<file path="config.mk">
export PLATFORM = sky130hd
export DESIGN_NAME = skid_pipeline
export DESIGN_NICKNAME = d
export VERILOG_FILES = /design/src/rtl/skid_pipeline_pkg.sv /design/src/rtl/skid_pipeline_skid_stage.sv /design/src/rtl/skid_pipeline.sv
export SDC_FILE = /design/constraint.sdc
export NUM_CORES = 1
export LEC_CHECK = 0
export CAP_MARGIN = 25
export CORE_ASPECT_RATIO = 1.1
export CORE_MARGIN = 1.5
export CORE_UTILIZATION = 40
export CTS_CLUSTER_DIAMETER = 120
export DETAILED_ROUTE_END_ITERATION = 8
export GPL_TIMING_DRIVEN = 0
export PLACE_DENSITY = 0.65
export RECOVER_POWER = 100
export SLEW_MARGIN = 20
export SYNTH_ARGS = -nofsm -noshare
export SYNTH_HDL_FRONTEND = slang
export SYNTH_HIERARCHICAL = 1
export SYNTH_SLANG_ARGS = --single-unit
</file>
<file path="constraint.sdc">
create_clock -name clk -period 2.7 [get_ports clk]
set_input_delay 0.27 -clock clk [delete_from_list [all_inputs] [get_ports clk]]
set_output_delay 0.27 -clock clk [all_outputs]
set_load 0.05 [all_outputs]
</file>
<file path="src/rtl/skid_pipeline_pkg.sv">
// Shared types and default sizing for the cascaded skid-buffer pipeline.
package skid_pipeline_pkg;

    typedef enum logic [1:0] {
        EMPTY = 2'd0,
        BUSY  = 2'd1,
        FULL  = 2'd2
    } stage_state_e;

    localparam int DEFAULT_W     = 8;
    localparam int DEFAULT_DEPTH = 2;

endpackage

</file>
<file path="src/rtl/skid_pipeline_skid_stage.sv">
// One two-entry skid stage: main entry drives the output, skid entry absorbs
// the beat that arrives while the downstream is stalled.
module skid_stage
    import skid_pipeline_pkg::*;
#(
    parameter int W = DEFAULT_W
) (
    input  logic         clk,
    input  logic         rst_n,
    input  logic         flush,
    input  logic         in_valid,
    input  logic [W-1:0] in_data,
    output logic         out_valid,
    input  logic         out_ready,
    output logic [W-1:0] out_data,
    output stage_state_e state
);

    stage_state_e state_q, state_n;
    logic [W-1:0] main_q, main_n;
    logic [W-1:0] skid_q, skid_n;
    logic         push, pop;

    // Ready depends only on the registered state, so out_ready never reaches in_ready.
    assign push = in_valid && (state_q != FULL);
    assign pop  = (state_q != EMPTY) && out_ready;

    always_comb begin
        state_n = state_q;
        main_n  = main_q;
        skid_n  = skid_q;
        if (flush) begin
            state_n = EMPTY;
        end else begin
            case (state_q)
                EMPTY: begin
                    if (push) begin
                        state_n = BUSY;
                        main_n  = in_data;
                    end
                end
                BUSY: begin
                    case ({push, pop})
                        2'b11: main_n = in_data;
                        2'b10: begin
                            state_n = FULL;
                            skid_n  = in_data;
                        end
                        2'b01: state_n = EMPTY;
                        default: state_n = BUSY;
                    endcase
                end
                FULL: begin
                    if (pop) begin
                        state_n = BUSY;
                        main_n  = skid_q;
                    end
                end
                default: state_n = EMPTY;
            endcase
        end
    end

    always_ff @(posedge clk) begin
        if (!rst_n) begin
            state_q <= EMPTY;
            main_q  <= '0;
            skid_q  <= '0;
        end else begin
            state_q <= state_n;
            main_q  <= main_n;
            skid_q  <= skid_n;
        end
    end

    assign out_valid = (state_q != EMPTY);
    assign out_data  = main_q;
    assign state     = state_q;

endmodule

</file>
<file path="src/rtl/skid_pipeline.sv">
// DEPTH cascaded skid stages with a held-beat occupancy counter and
// synchronous flush.
module skid_pipeline
    import skid_pipeline_pkg::*;
#(
    parameter int W     = DEFAULT_W,
    parameter int DEPTH = DEFAULT_DEPTH
) (
    input  logic                           clk,
    input  logic                           rst_n,
    input  logic                           flush,
    input  logic                           in_valid,
    output logic                           in_ready,
    input  logic [W-1:0]                   in_data,
    output logic                           out_valid,
    input  logic                           out_ready,
    output logic [W-1:0]                   out_data,
    output logic [$clog2(2*DEPTH+1)-1:0]   occupancy
);

    localparam int OW = $clog2(2*DEPTH+1);

    // Handshake: a beat moves across any link exactly when valid and ready are
    // both 1 at a rising edge; valid never waits on ready, and once raised a
    // valid beat stays put until it is taken (or discarded by flush/reset).
    logic         link_valid [DEPTH+1];
    logic         link_ready [DEPTH+1];
    logic [W-1:0] link_data  [DEPTH+1];
    stage_state_e stage_state [DEPTH];

    assign link_valid[0]     = in_valid;
    assign link_data[0]      = in_data;
    assign link_ready[DEPTH] = out_ready;

    for (genvar i = 0; i < DEPTH; i++) begin : g_stage
        skid_stage #(.W(W)) u_stage (
            .clk       (clk),
            .rst_n     (rst_n),
            .flush     (flush),
            .in_valid  (link_valid[i]),
            .in_data   (link_data[i]),
            .out_valid (link_valid[i+1]),
            .out_ready (link_ready[i+1]),
            .out_data  (link_data[i+1]),
            .state     (stage_state[i])
        );
        assign link_ready[i] = (stage_state[i] != FULL);
    end

    assign in_ready  = rst_n && !flush && link_ready[0];
    assign out_valid = link_valid[DEPTH];
    assign out_data  = link_data[DEPTH];

    logic          in_xfer, out_xfer;
    logic [OW-1:0] occ_q;

    // A beat shown during a flush cycle is discarded, not delivered.
    assign in_xfer  = in_valid && in_ready;
    assign out_xfer = out_valid && out_ready && !flush;

    always_ff @(posedge clk) begin
        if (!rst_n || flush) begin
            occ_q <= '0;
        end else if (in_xfer && !out_xfer) begin
            occ_q <= occ_q + OW'(1);
        end else if (!in_xfer && out_xfer) begin
            occ_q <= occ_q - OW'(1);
        end
    end

    assign occupancy = occ_q;

endmodule

</file>
==> reports/metrics.csv, run 1 <==
metric;value;unit
r2r endpoint;g_stage[1].u_stage/out_data[0];
Iter 0 DRT Violations;72;
IO Count;26;
total gr overflow;0;
Comb power frac;0.117;
max cap viols;0;
Chip Height;77.1;um
crit path launch type;flop;
hold depth;2;
CP Class;flop to flop;
slew margin rel.;0.664;
synthesized area;0.00200;mm2
final hold violations;0;
Cell Pwr Density;465;mW/mm2
Clock transition at path regs;0.08;ns
Hold-fix buffers, CTS;0;
root buffer cell;clkbuf_8;
min Tclk post-route;2.47;ns
Final ANT Viol Nets;0;
TritonRoute pass-1 iters;3;
Buffers on Ports;25;
post-CTS sizing;0;
placed insts;287;
CTS tree;done;
core outline area;0.00472;mm2
setup ws final;0.227;ns
largest cells by area after synthesis;dfxtp_1 (39%), mux2i_1 (17%), o211ai_1 (6.0%);
worst reg-to-reg setup slack;0.23;ns
syn nets;227;
reg2reg start;g_stage[1].u_stage/state[0];
final worst-path cycle share;0.916;
pin count of the biggest net entering global routing;13;
fin. max-slew vios;0;
crit path capture type;flop;
Sw Pwr;279;uW
Clk Latency, worst-skew pair;0.29;ns
setup violators final;0;
syn_area_per_cell;9.69;um2
Worst Path Arrival;2.69;ns
worst-margin pin slew;0.502;ns
Post-DP HPWL;2.55;mm
Num CTS Buffers;5;
Hold Path Class;flop to flop;
Flop pwr share;0.538;
global-route wire length before repair;6.19;mm
CP Depth;8;
Area growth syn-to-layout;19.6;%
Yosys top cell area share;0.391;
clk sinks;39;
Req. time, crit path;2.92;ns
wirelength, routed;3.54;mm
LEAKAGE;0.000920;uW
post-place setup slack;-0.0319;ns
cells after synthesis;206;
Final Non-Filler Cells;295;
Pint;831;uW
Max H-tree Level;2;
Residual DRC;0;
Row Count;26;
die footprint;0.00543;mm2
CP top delay family;simple AND/OR/NAND/NOR gates;
Max clock buf depth;2;
Final Power;1110;uW
Fin Hold WS;0.451;ns
layout cell share with drive strength beyond 1;0.0628;
hold worst-path end;g_stage[1].u_stage/out_data[4];
Multi-input gate area;0.00112;mm2
worst vdd ir;0.000287;V
routed vias/inst;4.85;
#FFs+latches synth;39;
DR vias;1430;
cell taking the most area after synthesis;dfxtp_1;
status;finished clean;
crit-path max cell delay;0.46;ns
Reg2Reg Depth;8;
Max Fclk;404;MHz
RSZ-0062 raised after global routing;false;
gr usage total;0.143;
switch share;0.251;
Storage cell area;781;um2
setup TNS;0;ns
Fill cells;440;
power share of the clock group;0.345;
Synthesis Warnings;6;
setup bufs post-CTS;0;
Critical Path Fanout Max;10;
vias in the first global route;1297;
drt wl/cell;12.0;um
Max Clock Skew;0.00497;ns
critical path, cell by cell;nand2b_1 > clkbuf_1 > and2_0 > ha_1 > a211oi_1 > nor3b_1 > buf_6 > mux2i_1;
worst hold start;g_stage[1].u_stage/out_data[4];
antenna violations before repair;0;
final net count;259;
Unique masters post-synth;27;
die width;70.4;um
Seq/Total Area, Yosys;0.391;
CP max-delay cell;dfxtp_1;
Routability Congestion;0.787;
crit path buf inv count;2;
Initial Util;0.423;
# diodes;0;
==> worst register-to-register path, delay by kind of cell (launching register included) <==
family / cells / cell delay (ns)
compound gates: 1 / 0.08
fa+ha+maj: 1 / 0.22
buf+inv: 2 / 0.60
flops: 1 / 0.46
mux: 1 / 0.20
simple gates: 3 / 0.85
==> state kept, by name, summed over array words and instances (netlist names) <==
register,count
occupancy,3
g_stage.u_stage/out_data,16
g_stage.u_stage/skid_q,16
g_stage.u_stage/state,4
==> routing by layer <==
metal	global-route usage	routed length [um]	vias up
met5	0	0	-
met3	0.0420	119	6
met4	0.0635	63	0
met1	0.197	1880	627
li1	-	-	780
met2	0.207	1480	17
==> synthesized netlist by cell type <==
master and count:
o21ai_0 3, inv_1 6, nor4bb_1 2, xor2_1 2, nand2b_1 18, a211oi_1 2
o22ai_1 4, mux2i_1 33, buf_6 2, or3_1 1, nand2b_2 2, o211ai_1 16
and3b_1 2, nand2_1 18, ha_1 7, nor2b_1 18, buf_4 4, nand3b_1 3
or2_2 2, clkbuf_1 6, nor3b_1 4, fa_1 1, a21oi_1 2, dfxtp_1 39
nor2_1 4, and4bb_1 2, and2_1 3
==> cell usage in the layout (no fill, tap or decap) <==
cell type and count:
clkdlybuf4s50_1 12, clkbuf_1 8, nor4bb_1 2, and4bb_1 2, nand3b_1 3, nor2b_1 18
buf_4 2, buf_6 1, dfxtp_1 39, o211ai_1 16, a211oi_1 2, a21oi_2 1
and3b_1 2, o22ai_1 4, nand2_1 18, ha_1 7, a21oi_1 1, dlygate4sd3_1 13
clkinvlp_4 1, xor2_1 2, or2_2 2, nand2b_1 20, mux2i_1 33, clkbuf_2 2
nor3b_1 4, inv_1 6, or3_1 1, clkinv_2 1, and2_0 3, fa_1 1
o21ai_0 3, clkbuf_8 5, nor2_1 4
==> power groups by stage <==
stage	clock, uW	combinational (uW)	sequential, uW
6_report	383	130	597
5_1_grt	431	144	600
4_1_cts	400	135	597
3_5_place_dp	0	134	611
3_3_place_gp	0	133	611
2_1_floorplan	0	82.8	616
==> final cells by class <==
| type | count | share of cell area |
|---|---|---|
| buffer | 12 | 0.0262 |
| sequential | 39 | 0.327 |
| timing repair buffer | 25 | 0.105 |
| clock buffer | 6 | 0.0304 |
| clock inverter | 2 | 0.00524 |
| tap | 56 | 0.0293 |
| inverter | 6 | 0.00943 |
| multi-input combinational | 149 | 0.468 |
==> metrics by stage <==
stage,util,cell area (um2)
after floorplan,-,2000
after global placement,0.492,2320
after detailed placement,0.492,2320
after CTS,0.510,2410
after global routing,0.506,2390
final,0.506,2390
==> kinds of logic (layout without fill, tap and decap cells) <==
logic type / after synthesis / in the layout / share of synthesized area
buf+inv: 18 / 51 / 0.0489
flops: 39 / 39 / 0.391
simple gates: 79 / 79 / 0.239
compound gates: 27 / 27 / 0.0927
xor+xnor: 2 / 2 / 0.00877
fa+ha+maj: 8 / 8 / 0.0539
mux: 33 / 33 / 0.165
==> worst max path at each step <==
stage                                           start                        endpoint  slack, ns
final                     g_stage[1].u_stage/state[0]  g_stage[1].u_stage/out_data[0]       0.23
after global routing      g_stage[1].u_stage/state[0]  g_stage[1].u_stage/out_data[3]       0.05
after CTS                                       flush                    occupancy[2]       0.26
after detailed placement                        flush                    occupancy[2]      -0.03
after global placement                          flush                    occupancy[2]      -0.03
after floorplan           g_stage[0].u_stage/state[0]                    occupancy[2]       0.29
Power figures use the tool's default switching activity.
==> inputs of run 2 (changes only) <==
--- a/config.mk
+++ b/config.mk
@@ -5,7 +5,8 @@
 export SDC_FILE = /design/constraint.sdc
 export NUM_CORES = 1
 export LEC_CHECK = 0
-export CAP_MARGIN = 25
+export ABC_AREA = 0
+export CAP_MARGIN = 20
 export CORE_ASPECT_RATIO = 1.1
 export CORE_MARGIN = 1.5
 export CORE_UTILIZATION = 40
==> results of run 2 <==
Same layout as run 1: the final DEF is identical, and so are final timing and power.
